--- src/rtl/microwave_pkg.sv ---
// Shared types and 7-segment constants for the microwave controller.
package microwave_pkg;
  typedef enum logic [2:0] {IDLE, SET, PWR, COOK, PAUSE, DONE} state_t;
  typedef logic [3:0] bcd_t;

  // Segment order {g,f,e,d,c,b,a}, active-high
  localparam logic [6:0] SEG_BLANK = 7'b0000000;
  localparam logic [6:0] SEG_DIGIT [0:9] = '{
    7'b0111111, 7'b0000110, 7'b1011011, 7'b1001111, 7'b1100110,
    7'b1101101, 7'b1111101, 7'b0000111, 7'b1111111, 7'b1101111
  };
endpackage

--- src/rtl/microwave_ctrl_pwr_if.sv ---
// Keypad/button/door inputs and display/magnetron outputs of the oven controller.
interface microwave_ctrl_pwr_if #(parameter int MIN_DIGITS = 2);
  logic [9:0]              keypad;
  logic                    startn;
  logic                    stopn;
  logic                    pwrn;
  logic                    door_closed;
  logic [6:0]              secs_ones_segs;
  logic [6:0]              secs_tens_segs;
  logic [7*MIN_DIGITS-1:0] min_segs;
  logic                    mag_on;
  logic                    done;

  modport master (
    output keypad, startn, stopn, pwrn, door_closed,
    input  secs_ones_segs, secs_tens_segs, min_segs, mag_on, done
  );
  modport slave (
    input  keypad, startn, stopn, pwrn, door_closed,
    output secs_ones_segs, secs_tens_segs, min_segs, mag_on, done
  );
endinterface

--- src/rtl/seg7_bcd.sv ---
// BCD digit to 7-segment decoder; non-decimal codes blank the digit.
module seg7_bcd
  import microwave_pkg::*;
(
  input  bcd_t       bcd,
  output logic [6:0] segs
);
  always_comb begin
    segs = SEG_BLANK;
    for (int i = 0; i < 10; i++)
      if (bcd == bcd_t'(i)) segs = SEG_DIGIT[i];
  end
endmodule

--- src/rtl/microwave_ctrl_pwr.sv ---
// Microwave controller: keypad time entry, BCD countdown, door interlock,
// pause/resume and a power level that duty-cycles the magnetron per window.
module microwave_ctrl_pwr
  import microwave_pkg::*;
#(
  parameter int CLK_PER_SEC = 100,
  parameter int MIN_DIGITS  = 2,
  parameter int PWR_LEVELS  = 10
) (
  input logic                 clk,
  input logic                 clear,
  microwave_ctrl_pwr_if.slave io
);
  localparam int NDIG  = 2 + MIN_DIGITS;
  localparam int PW    = $clog2(PWR_LEVELS + 1);
  localparam int PRE_W = (CLK_PER_SEC > 1) ? $clog2(CLK_PER_SEC) : 1;
  localparam logic [PRE_W-1:0] PRE_LAST = PRE_W'(CLK_PER_SEC - 1);
  localparam logic [PW-1:0]    PWR_MAX  = PW'(PWR_LEVELS);
  localparam logic [PW-1:0]    WIN_LAST = PW'(PWR_LEVELS - 1);

  state_t               state, state_nxt;
  bcd_t [NDIG-1:0]      tm, tm_nxt;          // [0]=secs ones, [1]=secs tens, [2+k]=min k
  logic [PW-1:0]        power, power_nxt, win, win_nxt;
  logic [PRE_W-1:0]     presc, presc_nxt;
  logic [9:0]           key_r, key_q;
  logic [2:0]           btn_r, btn_q;        // {pwrn, stopn, startn}
  logic                 key_ev, start_ev, stop_ev, pwr_ev, borrow, mag_r;
  bcd_t                 key_val;
  logic [NDIG-1:0][6:0] segs;

  assign {pwr_ev, stop_ev, start_ev} = btn_q & ~btn_r;
  assign key_ev = (key_r != '0) && ((key_r & (key_r - 10'd1)) == '0) && (key_q == '0);

  always_comb begin
    key_val = '0;
    for (int i = 0; i < 10; i++)
      if (key_r[i]) key_val = bcd_t'(i);
  end

  always_ff @(posedge clk) begin
    if (clear) begin
      state <= IDLE;
      tm    <= '0;
      power <= PWR_MAX;
      presc <= '0;
      win   <= '0;
      key_r <= '0;
      key_q <= '0;
      btn_r <= '1;
      btn_q <= '1;
    end else begin
      state <= state_nxt;
      tm    <= tm_nxt;
      power <= power_nxt;
      presc <= presc_nxt;
      win   <= win_nxt;
      key_r <= io.keypad;
      key_q <= key_r;
      btn_r <= {io.pwrn, io.stopn, io.startn};
      btn_q <= btn_r;
    end
  end

  always_comb begin
    state_nxt = state;
    tm_nxt    = tm;
    power_nxt = power;
    presc_nxt = presc;
    win_nxt   = win;
    borrow    = 1'b0;
    unique case (state)
      IDLE, SET: begin
        if (stop_ev) begin
          tm_nxt    = '0;
          state_nxt = IDLE;
        end else if (start_ev && state == SET && io.door_closed) begin
          state_nxt = COOK;
          presc_nxt = '0;
          win_nxt   = '0;
        end else if (pwr_ev) begin
          state_nxt = PWR;
        end else if (key_ev) begin
          tm_nxt    = {tm[NDIG-2:0], key_val};
          state_nxt = (tm_nxt == '0) ? IDLE : SET;
        end
      end
      PWR: begin
        if (key_ev) power_nxt = (key_val == '0) ? PWR_MAX : PW'(key_val);
        if (key_ev || stop_ev) state_nxt = (tm == '0) ? IDLE : SET;
      end
      COOK: begin
        if (stop_ev || !io.door_closed) begin
          state_nxt = PAUSE;
        end else if (presc == PRE_LAST) begin
          presc_nxt = '0;
          win_nxt   = (win == WIN_LAST) ? '0 : win + 1'b1;
          // Borrow chain: seconds tens wraps to 5, every other digit to 9
          borrow = 1'b1;
          for (int i = 0; i < NDIG; i++) begin
            if (borrow) begin
              if (tm[i] == 4'd0) begin
                tm_nxt[i] = (i == 1) ? 4'd5 : 4'd9;
              end else begin
                tm_nxt[i] = tm[i] - 4'd1;
                borrow    = 1'b0;
              end
            end
          end
          if (tm_nxt == '0) state_nxt = DONE;
        end else begin
          presc_nxt = presc + 1'b1;
        end
      end
      PAUSE: begin
        if (stop_ev) begin
          tm_nxt    = '0;
          power_nxt = PWR_MAX;
          state_nxt = IDLE;
        end else if (start_ev && io.door_closed) begin
          state_nxt = COOK;
        end
      end
      DONE: begin
        if (key_ev || stop_ev || start_ev) begin
          power_nxt = PWR_MAX;
          state_nxt = IDLE;
        end
      end
      default: state_nxt = IDLE;
    endcase
  end

  for (genvar g = 0; g < NDIG; g++) begin : g_seg
    seg7_bcd u_seg (.bcd(tm[g]), .segs(segs[g]));
  end

  assign io.secs_ones_segs = segs[0];
  assign io.secs_tens_segs = segs[1];
  assign io.min_segs       = segs[NDIG-1:2];

  // Door gates the relay combinationally so opening it cuts power immediately
  assign mag_r     = (state == COOK) && (win < power);
  assign io.mag_on = mag_r & io.door_closed;
  assign io.done   = (state == DONE);
endmodule

--- src/flat_wrapper.sv ---
// flat-port wrapper written by rule: the top's interface ports become plain ports
module microwave_ctrl_pwr_flat import microwave_pkg::*;
#(
  parameter int CLK_PER_SEC = 100,
  parameter int MIN_DIGITS  = 2,
  parameter int PWR_LEVELS  = 10
)
  (clk, clear, io_keypad, io_startn, io_stopn, io_pwrn, io_door_closed, io_secs_ones_segs, io_secs_tens_segs, io_min_segs, io_mag_on, io_done);
  microwave_ctrl_pwr_if #(.MIN_DIGITS(MIN_DIGITS)) io_i ();
  input logic clk;
  input logic clear;
  input wire logic [$bits(io_i.keypad)-1:0] io_keypad;
  input wire logic [$bits(io_i.startn)-1:0] io_startn;
  input wire logic [$bits(io_i.stopn)-1:0] io_stopn;
  input wire logic [$bits(io_i.pwrn)-1:0] io_pwrn;
  input wire logic [$bits(io_i.door_closed)-1:0] io_door_closed;
  output wire logic [$bits(io_i.secs_ones_segs)-1:0] io_secs_ones_segs;
  output wire logic [$bits(io_i.secs_tens_segs)-1:0] io_secs_tens_segs;
  output wire logic [$bits(io_i.min_segs)-1:0] io_min_segs;
  output wire logic [$bits(io_i.mag_on)-1:0] io_mag_on;
  output wire logic [$bits(io_i.done)-1:0] io_done;
  assign io_i.keypad = io_keypad;
  assign io_i.startn = io_startn;
  assign io_i.stopn = io_stopn;
  assign io_i.pwrn = io_pwrn;
  assign io_i.door_closed = io_door_closed;
  assign io_secs_ones_segs = io_i.secs_ones_segs;
  assign io_secs_tens_segs = io_i.secs_tens_segs;
  assign io_min_segs = io_i.min_segs;
  assign io_mag_on = io_i.mag_on;
  assign io_done = io_i.done;
  microwave_ctrl_pwr #(.CLK_PER_SEC(CLK_PER_SEC), .MIN_DIGITS(MIN_DIGITS), .PWR_LEVELS(PWR_LEVELS)) u_core (.clk(clk), .clear(clear), .io(io_i));
endmodule
--- config.mk ---
export PLATFORM = sky130hd
export DESIGN_NAME = microwave_ctrl_pwr_flat
export DESIGN_NICKNAME = d
export VERILOG_FILES = /design/src/rtl/microwave_pkg.sv /design/src/rtl/microwave_ctrl_pwr_if.sv /design/src/rtl/seg7_bcd.sv /design/src/rtl/microwave_ctrl_pwr.sv /design/src/flat_wrapper.sv
export SDC_FILE = /design/constraint.sdc
export NUM_CORES = 1
export LEC_CHECK = 0
export CORE_MARGIN = 10
export CORE_UTILIZATION = 35
export CTS_CLUSTER_DIAMETER = 80
export CTS_CLUSTER_SIZE = 40
export DETAILED_ROUTE_END_ITERATION = 7
export MAX_ROUTING_LAYER = met4
export PLACE_DENSITY = 0.59
export SYNTH_ARGS = -nofsm -noshare
export SYNTH_HDL_FRONTEND = slang
export SYNTH_HIERARCHICAL = 1
export SYNTH_SLANG_ARGS = --single-unit
--- constraint.sdc ---
create_clock -name clk -period 4.39 [get_ports clk]
set_input_delay 0.6585 -clock clk [delete_from_list [all_inputs] [get_ports clk]]
set_output_delay 0.6585 -clock clk [all_outputs]
set_load 0.02 [all_outputs]
### Word level (Yosys, flattened, before mapping)

Cells that the tools add are included.

* add/sub/neg operators: 7
* multipliers: 0
* divide/modulo/power cells: 0
* order comparisons: 1
* equal/unequal tests: 58
* shift-type cells: 0
* multiplexer cells: 120
* bitwise operators: 4
* reductions and logical operators: 31

Operator list (count)
* 7-bit 2-to-1 mux: 40
* 4-bit 2-to-1 mux: 30
* 16-bit 2-to-1 mux: 7
* 4-bit by 3-bit == test with 1-bit output, second input constant: 16
* 16-bit logical NOT: 3
* 16-bit case mux with 3 select lines: 1
* 3-bit 2-to-1 mux: 15
* 4-bit == test, second input constant: 9
* 4-bit by 2-bit == test with 1-bit output, second input constant: 8
* 6-bit 2-to-1 mux: 4
* 10-bit logical NOT: 2
* 4-bit logical NOT: 5
* 1-bit 2-to-1 mux: 17
* 4-bit by 1-bit == test with 1-bit output, second input constant: 4
* 4-bit by 1-bit subtractor with 4-bit output, second input constant: 4
* 3-bit case mux with 5 select lines: 1
* 7-bit case mux with 2 select lines: 1
* 2-bit by 1-bit != test with 1-bit output, second input constant: 6
* 3-bit by 1-bit != test with 1-bit output, second input constant: 4
* 4-bit case mux with 3 select lines: 1
* 10-bit AND: 1
* 10-bit nonzero test: 1
* 10-bit by 1-bit subtractor with 10-bit output, second input constant: 1
* 4-bit case mux with 2 select lines: 1
* 25 further kinds: 39

* register bits after elaboration: 60
* latch bits: 0
* RAM bits: 0
* memory bits (read-only): 0
* input port bits: 16
* output and inout bits: 30
* word-level logic and storage cells: 233
* memories kept: 0

### Depth between registers and ports, before layout

* word-level depth: 22
* depth in mapped cells: 9
* depth with buffers taken out: 7

### By module

Netlist, hierarchy kept.

Modules (own cells, without submodules)
* microwave_ctrl_pwr: instances 1, cells an instance 383, area each 3155.5 um^2, sequential area each 1201.2 um^2
* seg7_bcd: instances 4, cells an instance 23, area each 172.7 um^2, sequential area each 0.0 um^2

### Least setup slack after synthesis

OpenSTA, ideal clock, no wires.

* kind: flip-flop to flip-flop
* start point: register u_core/tm[11] (netlist name)
* end point: register u_core.state[1]
* library setup time: 0.121 ns
* arrival: 2.275 ns
* required time: 4.269 ns
* path slack: 1.994 ns
* stages on the path, launching flop included: 6
* buffers on the path: 0
* period minus slack after synthesis: 2.396 ns
* cell sequence: dfxtp_1 -> or4_4 -> or3b_1 -> or3_1 -> a211o_1 -> mux2_4

* cells in the longest elaborated chain, start to end: 13
* elaborated cells on any way between the ends: 19
* classes of those cells: add/sub (1); eq/ne (1); mux (14); reduce/logical (3)

RTL lines
* start, declared: RTL line microwave_ctrl_pwr.sv:22 `bcd_t [NDIG-1:0] tm, tm_nxt;`
* start signal, assigned: RTL line microwave_ctrl_pwr.sv:53 `tm <= tm_nxt;`
* 4-bit logical NOT: RTL line microwave_ctrl_pwr.sv:101 `if (tm[i] == 4'd0) begin`
* 1-bit 2-to-1 mux: RTL line microwave_ctrl_pwr.sv:101
* 1-bit 2-to-1 mux: RTL line microwave_ctrl_pwr.sv:100 `if (borrow) begin`
* 1-bit 2-to-1 mux: RTL line microwave_ctrl_pwr.sv:94 `end else if (presc == PRE_LAST) begin`
* 1-bit 2-to-1 mux: RTL line microwave_ctrl_pwr.sv:92 `if (stop_ev || !io.door_closed) begin`
* 1-bit 2-to-1 mux: RTL line microwave_ctrl_pwr.sv:71 `unique case (state)`
* 4-bit 2-to-1 mux: RTL line microwave_ctrl_pwr.sv:100
* 4-bit 2-to-1 mux: RTL line microwave_ctrl_pwr.sv:94
* 4-bit 2-to-1 mux: RTL line microwave_ctrl_pwr.sv:92
* 4-bit 2-to-1 mux: RTL line microwave_ctrl_pwr.sv:71
* 16-bit logical NOT (*): RTL line microwave_ctrl_pwr.sv:109 `if (tm_nxt == '0) state_nxt = DONE;`
* 3-bit by 1-bit != test with 1-bit output (no line) (*)
* 6-bit AND reduction (no line) (*)
* end signal, assigned: RTL line microwave_ctrl_pwr.sv:52 `state <= state_nxt;`
* end, declared: RTL line microwave_ctrl_pwr.sv:21 `state_t state, state_nxt;`

Every way passes the cells marked *; elsewhere a longest branch is shown, timed or not. The select of a mux whose other input is x is not followed.
A chain may end at the register's enable or synchronous reset.

### Final worst setup path

* start point: register u_core.win[1]
* end point: output port io_mag_on

* cells in the longest elaborated chain, start to end: 3

RTL lines
* start, declared: RTL line microwave_ctrl_pwr.sv:23 `logic [PW-1:0] power, power_nxt, win, win_nxt;`
* start signal, assigned: RTL line microwave_ctrl_pwr.sv:56 `win <= win_nxt;`
* 4-bit < comparator: RTL line microwave_ctrl_pwr.sv:142 `assign mag_r = (state == COOK) && (win < power);`
* 1-bit logical AND: RTL line microwave_ctrl_pwr.sv:142
* 1-bit AND: RTL line microwave_ctrl_pwr.sv:143 `assign io.mag_on = mag_r & io.door_closed;`
* end, declared: RTL line flat_wrapper.sv:20 `output wire logic [$bits(io_i.mag_on)-1:0] io_mag_on;`

Every way passes these cells.

==> results.tsv <==
stage	metric	value	unit
status	status	finished, final reports clean	
synth	Synth Area in Adders	1.95	%
route	Residual DRC	0	
timing	worst-margin pin slew	0.951	ns
placed_design	RePlAce Congestion	0.869	
timing	Setup Viol. Count Final	0	
power_and_ir_drop	Max VDD drop	301	uV
clock_tree	clk slew on worst S/H paths	0.08	ns
global_route	gr usage total	12.2	%
worst_setup_path	crit path DAT	2.18	ns
power_and_ir_drop	Power Density	642	nW/um2
clock_tree	CTS tree	done	
synth	XOR/XNOR Fraction of Synth Area	3.29	%
synth	register area share after synthesis	31.2	%
route	vias per cell	5.42	
route	Routed WL	9500	um
timing	Max transition margin	36.6	%
timing	setup TNS	0	ns
cells_and_area	nets	524	
worst_setup_path	reg-to-reg slack, setup	1.75	ns
timing	RSZ-0062 raised after global routing	no	
route	ANT nets after route	0	
floorplan	Die W	125	um
route	WL/cell	14.7	um
synth	synthesized area	3850	um2
route	via count	3507	
route	drt first-iter violations	288	
synth	Synth Instances	475	
synth	Synth Flop Type	dfxtp_1	
min_path	Hold Path Stages	1	
clock_tree	Num Clock Sinks	60	
timing	Layout Skew	0.00856	ns
timing	minimum clock period	2.84	ns
global_route	vias in the first global route	3239	
clock_tree	cts bufs inserted	9	
route	DRT Pass-1 Iters	4	
floorplan	I/O Pins	46	
worst_setup_path	WS Path Type	flop to primary output	
synth	largest family of logic cells by synthesized area	simple AND/OR/NAND/NOR gates	
placed_design	post-place setup slack	1.36	ns
flow_run	max-cap viol count	0	
clock_tree	H-tree levels	3	
worst_setup_path	Reg-to-Reg End	u_core/state[1]	
synth	register bit total from synthesis	60	
worst_setup_path	Critical Path RT	3.73	ns
global_route	initial antenna violation count	0	
synth	compound-cell area share of the yosys netlist	24.9	%
timing	final hold violation count	0	
global_route	grt ovf	0	
clock_tree	Worst-Skew Late Latency	0.35	ns
synth	Post-synth EDFFs	0	
worst_setup_path	kind of end point of the critical path	primary output	
synth	Post-Synth Simple-Gate Area	29.1	%
min_path	hold path startpoint	u_core/btn_r[0]	
clock_tree	Post-CTS Setup Inserts	0	
synth	post-synthesis mux area share	2.80	%
floorplan	initial core utilization	35.6	%
synth	async set-or-reset flop fraction in the synthesized netlist	0	%
placed_design	DP HPWL	6580	um
worst_setup_path	Setup crit start kind	flop	
cells_and_area	most frequent cells in the layout	dfxtp_1 (60), nor2_1 (56), clkdlybuf4s50_1 (44)	
floorplan	Core ar.	10800	um2
cells_and_area	diode count	0	
cells_and_area	share of cells above drive strength 1	9.66	%
floorplan	Die Ht	125	um
min_path	HP Class	flop to flop	
synth	Ys Warns	6	
timing	setup ws final	1.55	ns
clock_tree	Clock Path Buffers	2	
clock_tree	post-CTS sizing	0	
min_path	worst hold path endpoint	u_core/btn_q[0]	
timing	final cycle utilization of the critical path	64.7	%
worst_setup_path	reg2reg path depth	5	
worst_setup_path	Worst R2R Start	u_core/tm[5]	
timing	Fmax	0.352	GHz
clock_tree	Root Driver	clkbuf_8	
worst_setup_path	Crit. Startpoint	u_core/win[1]	
cells_and_area	commonest non-fill, non-tap cell in the layout	dfxtp_1	
synth	Mapped Avg Cell Area	8.10	um2
synth	post-synth cell types	66	
power_and_ir_drop	Leakage Power	1.62	nW
timing	Final Max Slew Viols	0	
global_route	pin count of the biggest net entering global routing	55	
floorplan	die area	15600	um2
floorplan	row cnt	38	
cells_and_area	Layout area overhead	17.5	%
placed_design	PortBufs	45	
worst_setup_path	CP Max Fanout	5	
clock_tree	CTS Hold Bufs	0	
timing	Hold Worst Slack	0.446	ns
global_route	global-route wire length before repair	16000	um
synth	syn nets	497	
[report_power, final]
group	switching, mW	internal, mW
clock	0.237	0.322
combinational	0.782	0.707
sequential	0.236	0.618
[worst max-delay path by stage]
stage / depth (start not counted) / end / slack, ns
3_5_place_dp: 6 / u_core/tm[10] / 1.36
2_1_floorplan: 5 / u_core/state[1] / 1.99
5_1_grt: 6 / io_mag_on / 1.39
4_1_cts: 6 / io_mag_on / 1.51
3_3_place_gp: 7 / u_core/tm[0] / 1.44
6_report: 6 / io_mag_on / 1.55
[synth_stat cells (all sizes together), types with 6 or more instances]
master	n	area [um2]
a22oi	8	60.1
nand2	24	90.1
clkbuf	16	60.1
nor4	6	43.8
o21ai	13	65.1
inv	16	60.1
or2	9	56.3
a21o	8	60.1
or3	7	43.8
or4	7	63.8
a211oi	9	67.6
ha	6	75.1
mux2i	7	70.1
dfxtp	60	1200
a21oi	34	170
nor2b	41	287
buf	17	141
nor2	57	216
xnor2	8	100
nor3	27	135
o31ai	9	77.6
o21a	6	45.0
[routing by layer]
layer  GRT usage [%]  wire length, um
met4            4.95               97
met1            15.2             4360
met2            18.5             4450
met5               -                0
met3            2.85              589
[sequential cells by signal, indices dropped and copies added (netlist names)]
register / flops
u_core/btn_q: 3
u_core/power: 4
u_core/state: 3
u_core/win: 4
u_core/tm: 16
u_core/presc: 7
u_core/btn_r: 3
u_core/key_q: 10
u_core/key_r: 10
[critical path, stage by stage (launching register included)]
cell,delay (ns)
dfxtp_1,0.42
ha_1,0.26
a21oi_1,0.13
nor2b_1,0.06
o21ai_0,0.13
and4b_1,0.22
clkdlybuf4s50_1,0.61
[final cells by class]
class                           instances  area (um2)
Fill cell                            1098        6270
Multi-Input combinational cell        366        2380
Sequential cell                        60        1200
Timing Repair Buffer                   49         475
Tap cell                              140         175
Clock buffer                            9         124
Clock inverter                          7         101
Inverter                               16        60.1
[logic make-up (layout without fill, tap and decap cells)]
group	count (synthesis)	count (layout)
buffers and inverters	49	81
adders and majority gates	6	6
muxes	10	10
AOI/OAI and AO/OA	134	134
xor gates and xnor gates	11	11
and+or+nand+nor	205	205
DFF	60	60
[metrics by stage]
stage | total power, mW | cells | cell area [um2] | util [%]
detailed placement | 2.35 | 631 | 4300 | 39.8
finish | 2.90 | 647 | 4520 | 41.9
CTS | 2.92 | 647 | 4520 | 41.9
global route | 3.11 | 647 | 4520 | 41.9
floorplan | 1.89 | 475 | 3850 | -
global placement | 2.33 | 631 | 4300 | 39.8
Power figures use the tool's default switching activity.
